==> config.mk <==
export PLATFORM = sky130hd
export DESIGN_NAME = mips32_mem_arbiter
export DESIGN_NICKNAME = d
export VERILOG_FILES = /design/src/rtl/mips32_mem_arbiter.sv
export SDC_FILE = /design/constraint.sdc
export NUM_CORES = 1
export LEC_CHECK = 0
export CORE_MARGIN = 3
export CORE_UTILIZATION = 40
export DETAILED_ROUTE_END_ITERATION = 7
export PLACE_DENSITY = 0.86
export SLEW_MARGIN = 40
export SYNTH_ARGS = -nofsm -noshare
export SYNTH_HDL_FRONTEND = slang
export SYNTH_SLANG_ARGS = --single-unit
==> constraint.sdc <==
create_clock -name clk1 -period 4.1 [get_ports clk1]
set_input_delay 0.82 -clock clk1 [delete_from_list [all_inputs] [get_ports clk1]]
set_output_delay 0.82 -clock clk1 [all_outputs]
set_load 0.01 [all_outputs]
==> src/rtl/mips32_mem_arbiter.sv <==
// Fixed-priority arbiter (DBG > DMEM > IMEM, with an IMEM starvation guard) that serialises
// single-port memory accesses through ISSUE/WAIT/DONE and returns read data to the owner.
module mips32_mem_arbiter #(
    parameter int AW           = 10,
    parameter int DW           = 32,
    parameter int LATENCY      = 1,
    parameter int STARVE_LIMIT = 4
) (
    input  logic          clk1,
    input  logic          rst,
    input  logic          halted,
    input  logic          dbg_req,
    input  logic          imem_req,
    input  logic          dmem_req,
    input  logic          dbg_we,
    input  logic          dmem_we,
    input  logic [AW-1:0] dbg_addr,
    input  logic [AW-1:0] dmem_addr,
    input  logic [AW-1:0] imem_addr,
    input  logic [DW-1:0] dbg_wdata,
    input  logic [DW-1:0] dmem_wdata,
    output logic          dbg_done,
    output logic          dmem_done,
    output logic          imem_done,
    output logic [DW-1:0] rdata,
    output logic          mem_en,
    output logic          mem_we,
    output logic [AW-1:0] mem_addr,
    output logic [DW-1:0] mem_wdata,
    input  logic [DW-1:0] mem_rdata,
    output logic          busy
);

    typedef enum logic [1:0] {IDLE, ISSUE, WAIT, DONE} state_t;
    typedef enum logic [1:0] {OWN_DBG, OWN_DMEM, OWN_IMEM} owner_t;

    localparam int CW = $clog2(LATENCY + 1);
    localparam int SW = $clog2(STARVE_LIMIT + 1);
    localparam logic [SW-1:0] SLIM = SW'(STARVE_LIMIT);

    state_t        state;
    owner_t        owner;
    logic [CW-1:0] wcnt;
    logic [SW-1:0] starve;

    logic          imem_elig;
    logic          gnt_dbg, gnt_dmem, gnt_imem;
    logic          sel_we;
    logic [AW-1:0] sel_addr;
    logic [DW-1:0] sel_wdata;

    assign imem_elig = imem_req & ~halted;

    // Once IMEM has lost STARVE_LIMIT decisions in a row it outranks DMEM (never DBG).
    always_comb begin
        gnt_dbg  = dbg_req;
        gnt_dmem = 1'b0;
        gnt_imem = 1'b0;
        if (!dbg_req) begin
            if (starve == SLIM) begin
                if (imem_elig)     gnt_imem = 1'b1;
                else if (dmem_req) gnt_dmem = 1'b1;
            end else begin
                if (dmem_req)       gnt_dmem = 1'b1;
                else if (imem_elig) gnt_imem = 1'b1;
            end
        end
    end

    always_comb begin
        sel_we    = 1'b0;
        sel_addr  = '0;
        sel_wdata = '0;
        if (gnt_dbg) begin
            sel_we    = dbg_we;
            sel_addr  = dbg_addr;
            sel_wdata = dbg_wdata;
        end else if (gnt_dmem) begin
            sel_we    = dmem_we;
            sel_addr  = dmem_addr;
            sel_wdata = dmem_wdata;
        end else if (gnt_imem) begin
            sel_addr  = imem_addr;
        end
    end

    always_ff @(posedge clk1) begin
        if (rst) begin
            state     <= IDLE;
            owner     <= OWN_DBG;
            wcnt      <= '0;
            starve    <= '0;
            busy      <= 1'b0;
            mem_en    <= 1'b0;
            mem_we    <= 1'b0;
            mem_addr  <= '0;
            mem_wdata <= '0;
            rdata     <= '0;
            dbg_done  <= 1'b0;
            dmem_done <= 1'b0;
            imem_done <= 1'b0;
        end else begin
            dbg_done  <= 1'b0;
            dmem_done <= 1'b0;
            imem_done <= 1'b0;
            mem_en    <= 1'b0;
            mem_we    <= 1'b0;
            mem_addr  <= '0;
            mem_wdata <= '0;
            case (state)
                IDLE: begin
                    if (gnt_dbg || gnt_dmem || gnt_imem) begin
                        state     <= ISSUE;
                        busy      <= 1'b1;
                        owner     <= gnt_dbg ? OWN_DBG : (gnt_dmem ? OWN_DMEM : OWN_IMEM);
                        // The memory strobe register doubles as the latched payload.
                        mem_en    <= 1'b1;
                        mem_we    <= sel_we;
                        mem_addr  <= sel_addr;
                        mem_wdata <= sel_wdata;
                        if (gnt_imem)
                            starve <= '0;
                        else if (imem_elig && starve != SLIM)
                            starve <= starve + SW'(1);
                    end
                end
                ISSUE: begin
                    state <= WAIT;
                    wcnt  <= CW'(LATENCY - 1);
                end
                WAIT: begin
                    if (wcnt == '0) begin
                        state <= DONE;
                        rdata <= mem_rdata;
                        case (owner)
                            OWN_DBG:  dbg_done  <= 1'b1;
                            OWN_DMEM: dmem_done <= 1'b1;
                            default:  imem_done <= 1'b1;
                        endcase
                    end else begin
                        wcnt <= wcnt - CW'(1);
                    end
                end
                default: begin
                    state <= IDLE;
                    busy  <= 1'b0;
                end
            endcase
        end
    end

endmodule

## Word level (Yosys, flattened, before mapping)

Cells that the tools add are included.

- Flip-flop bits (word level): 88

- Multiplexer cells: 30
- Eq/ne operators: 7
- Add/sub/neg operators: 2
- Reduce and logical (&&, ||, !) cells: 17
- Bitwise gates (word level): 7

Operator list:

| cell | number |
|---|---|
| $mux 32 | 2 |
| $mux 10 | 3 |
| $mux 1 | 16 |
| $mux 2 | 4 |
| $reduce_and 2->1 | 4 |
| $mux 3 | 2 |
| $not 1->1 | 6 |
| $pmux 2 s3 | 1 |
| $reduce_or 2->1 | 3 |
| $reduce_or 3->1 | 2 |
| $eq 2x1->1 const B | 2 |
| $logic_not 2->1 | 2 |
| $ne 2x2->1 const B | 2 |
| $pmux 1 s2 | 2 |
| $reduce_bool 2->1 | 2 |
| $add 3x1->3 const B | 1 |
| $eq 3x3->1 const B | 1 |
| $ne 3x3->1 const B | 1 |
| $reduce_and 3->1 | 1 |
| $eq 2x2->1 const B | 1 |
| $logic_or 1x1->1 | 2 |
| $and 1x1->1 | 1 |
| $logic_and 1x1->1 | 1 |
| $sub 1x1->1 const B | 1 |

## Longest topological paths before layout

- Word-level depth: 9
- Gate-level depth with buffers: 7
- Mapped depth without buffers: 6

## Worst setup path before layout

OpenSTA, ideal clock, no wires.

- Kind: input to register
- Start point: input port dbg_req
- End point: register mem_addr[0]
- Path slack: 2.295 ns
- Setup time: 0.124 ns
- Buffers on the path: 3
- Data required time: 3.976 ns
- Stages on the path: 6
- Data arrival time: 1.682 ns
- Path through: buf_4 o31ai_1 or2_1 buf_6 buf_6 nor2_2

- Longest elaborated chain between the ends: 5
- Elaborated cells between the ends (all ways): 9
- Classes of those cells: 5 x mux; 1 x bitwise; 3 x reduce/logical

RTL lines:

| element | line | RTL |
|---|---|---|
| from (decl) | 12 | `input logic dbg_req,` |
| $mux 1 | 59 | `if (!dbg_req) begin` |
| $logic_or 1x1->1 (2 in a row) | 112 | `if (gnt_dbg \|\| gnt_dmem \|\| gnt_imem) begin` |
| $not 1->1 (no line) | - |  |
| $reduce_or 3->1 (no line) | - |  |
| to (signal assigned) | 119 | `mem_addr <= sel_addr;` |
| to (decl) | 28 | `output logic [AW-1:0] mem_addr,` |

Parallel ways exist; a longest one is shown, timed or not.
A chain may end at the register's enable or synchronous reset.

## Worst setup path in the final report

- Start point: input port imem_req
- End point: register mem_addr[1]

- Longest elaborated chain between the ends: 8
- Elaborated cells between the ends (all ways): 15
- Classes of those cells: 10 x mux; 2 x bitwise; 3 x reduce/logical

RTL lines:

| element | line | RTL |
|---|---|---|
| from (decl) | 13 | `input logic imem_req,` |
| $and 1x1->1 * | 52 | `assign imem_elig = imem_req & ~halted;` |
| $mux 1 (on tied branches) | 61, 65 |  |
| $mux 1 (on tied branches) | 64, 60 |  |
| $mux 1 (on tied branches) | 60, 59 |  |
| $mux 1 / $logic_or 1x1->1 (equally long branches) | 59, 112 |  |
| $mux 10 / $logic_or 1x1->1 (equally long branches) | 82, 112 |  |
| $mux 10 / $not 1->1 (equally long branches) | - |  |
| $mux 10 / $reduce_or 3->1 (equally long branches) | - |  |

Mark *: on every way between the ends. The rest lies on a longest branch, timed or not.

==> flow_summary.yaml <==
status:
  status: "finished clean"
sta:
  min_period_over_period_pct: 57.31
  tns_ps: 0
  hold_slack_ps: 442.9
  max_slew_margin_pct: 49.77
  rsz0062_at_grt: "no"
  fin_crit_ps: 2350
  hold_violations: 0
  drv_slew: 0
  finalSetupViolCount: 0
  fmax_ghz: 0.4256
  worst_pin_slew_ps: 752.0
  fin_worst_skew_ps: 10.29
floorplan:
  die-area_mm2: 0.009894
  core_mm2: 0.008341
  ios: 214
  start_util_pct: 41.90
  rows: 33
  die_h_um: 99.47
  die_x_um: 99.47
worst_hold_path:
  holdPathEnd: "dbg_done$_SDFF_PP0_"
  hp-start: "owner[0]$_SDFFE_PP0P_"
  whs_path_depth: 1
  hp-class: "flop to flop"
clocking:
  clk_pin_slew_ps: 80
  cts_setup_buffers: 0
  clock_latency_ps: 340
  clock_path_buffers: 2
  clock_tree.root_cell: "clkbuf_8"
  ctsResizeCount: 0
  cts_buffers: 9
  cts_max_level: 3
  cts_tree: "done"
  clock_sinks: 87
  cts_hold_buf: 0
detailed_routing:
  drtAntennaViolNets: 0
  dr.max_layer_used: "met4"
  dr_wl_met3_um: 840
  route.detailed.drc: 0
  vias_per_cell: 4.964
  via_count: 3266
  routedWlPerCell_um: 15.59
  met1_length_um: 3951
  wirelength_um: 10260
  wl_met2_um: 5220
  drtPass1Iterations: 5
  drt_iter0_drc: 168
global_routing:
  antenna_found_initial: 0
  grt_remaining_overflow: 0
  grt_pass1_vias: 3213
  grt_usage_pct: 19.68
  grt_pass1_wl_um: 15570
  grt_max_degree: 54
logic_synthesis:
  async_reset_ff_share_pct: 0
  synth_top_area_share_pct: 49.84
  ys_types: 36
  synth_top_area_cell: "dfxtp_1"
  yosys_warnings: 0
  synth.area.top_cells: "dfxtp_1, mux2i_1, nand3b_1"
  ys_ff_latch: 87
  avgSynthCellArea_um2: 9.985
  yosys-top-cells-count: "dfxtp_1, nor2_1, nand2_1, nand3b_1, mux2i_1"
  synth_edf_count: 0
  netlist_instances: 350
  synth_fp_nets: 489
  synthFlopType: "dfxtp_1"
  synth_area_mm2: 0.003495
  seq_area_frac_synth_pct: 49.84
  synth_most_common_cell: "dfxtp_1"
layout:
  drive_gt1_share_pct: 10.13
  synthToLayoutAreaGrowth_pct: 66.34
  nets: 688
  n_antenna_cell: 0
critical_path:
  worstSetupStartpointType: "input port"
  critical_path_arrival_ps: 2620
  path_cells: "clkdlybuf4s50_1 -> or2b_1 -> a211oi_2 -> a222oi_1 -> nor2_1"
  reg2reg_depth: 5
  timing.rr.start: "state[0]$_SDFFE_PP0P_"
  rr_endpoint: "mem_addr[9]$_SDFF_PP0_"
  crit_required_ps: 4370
  critPathMaxFanout: 11
  crit_path_top_delay_cell: "a211oi_2"
  critical-path-max-stage-delay_ps: 670
  critical_path_class: "input port to flop"
  r2r_slack_ps: 2210
  crit_path_end_kind: "flop"
placed_design:
  dp_hpwl_um: 7741
  numPortBuffers: 213
  routabilityCongestion: 0.7646
power_and_ir_drop:
  ir_worst_vdd_mv: 0.2271
  power_density_mw_per_mm2: 419.7
  p_leak_nw: 2.076
run:
  maxCapViolations: 0
==> metrics by stage <==
step,util (%),setup slack (ps),instances,power (mW),instance area [um^2]
finish,69.70,1750,658,2.440,5813
global route,69.70,1636,658,2.569,5813
detailed placement,67.63,1403,643,1.942,5640
floorplan,-,2295,350,1.521,3495
global placement,67.30,1165,642,1.910,5613
CTS,69.70,1761,658,2.473,5813
==> cells in the final DEF (no fill, tap or decap), types with 2 or more instances in the layout <==
cell type and n:
a211oi_1 2, a21oi_1 6, a21oi_2 29, a222oi_1 10, a31oi_1 3, buf_4 3
clkbuf_8 10, clkdlybuf4s50_1 212, clkinvlp_4 4, dfxtp_1 87, ha_1 4, inv_1 6
mux2i_1 33, nand2_1 36, nand3b_1 35, nor2_1 49, nor3_1 2
==> layout make-up <==
cell class,count,area (um^2)
Clock inverter,5,35.03
Multi-Input combinational cell,228,1580
Sequential cell,87,1742
Tap cell,105,131.4
Fill cell,659,2527
Inverter,6,22.52
Timing Repair Buffer,217,2165
Clock buffer,10,137.6
==> kinds of logic after synthesis <==
family                   after synthesis  synth area share (%)
multiplexers                          33                 9.452
buffers and inverters                 35                 5.370
AND/OR/NAND/NOR                      132                 19.23
flip-flops                            87                 49.84
AO/OA/AOI/OAI                         58                 14.32
adder cells (fa/ha/maj)                5                 1.790
==> power by group <==
group	leakage (nW)	switching [mW]	internal [mW]
registers	0.710	0.0623	0.978
clock network	0.0764	0.289	0.232
logic	1.29	0.392	0.486
==> routing by layer <==
metal | track usage (%) | up-vias
li1 | - | 1600
met2 | 34.35 | 142
met3 | 4.418 | 20
met1 | 22.85 | 1504
met5 | 0 | -
met4 | 9.139 | 0
==> critical path, delay by kind of cell <==
kind / cells / cell delay (ps)
compound gates: 2 / 870
buf+inv: 1 / 490
simple gates: 2 / 440
==> worst max path at each step <==
stage | end | start | slack, ps | cells past startpoint
floorplan | mem_addr[0]$_SDFF_PP0_ | dbg_req | 2290 | 6
global placement | mem_addr[2]$_SDFF_PP0_ | rst | 1170 | 4
detailed placement | mem_addr[5]$_SDFF_PP0_ | imem_req | 1400 | 5
CTS | mem_addr[5]$_SDFF_PP0_ | imem_req | 1760 | 5
global route | starve[0]$_SDFFE_PP0P_ | dbg_req | 1640 | 6
finish | mem_addr[1]$_SDFF_PP0_ | imem_req | 1750 | 5
==> sequential cells by signal, summed over array words and instances, names as in the netlist <==
| signal | flops |
|---|---|
| busy | 1 |
| dbg_done | 1 |
| dmem_done | 1 |
| imem_done | 1 |
| mem_addr | 10 |
| mem_en | 1 |
| mem_wdata | 32 |
| mem_we | 1 |
| owner | 2 |
| rdata | 32 |
| starve | 3 |
| state | 2 |
Note: power is estimated with default switching activity, not from simulation.
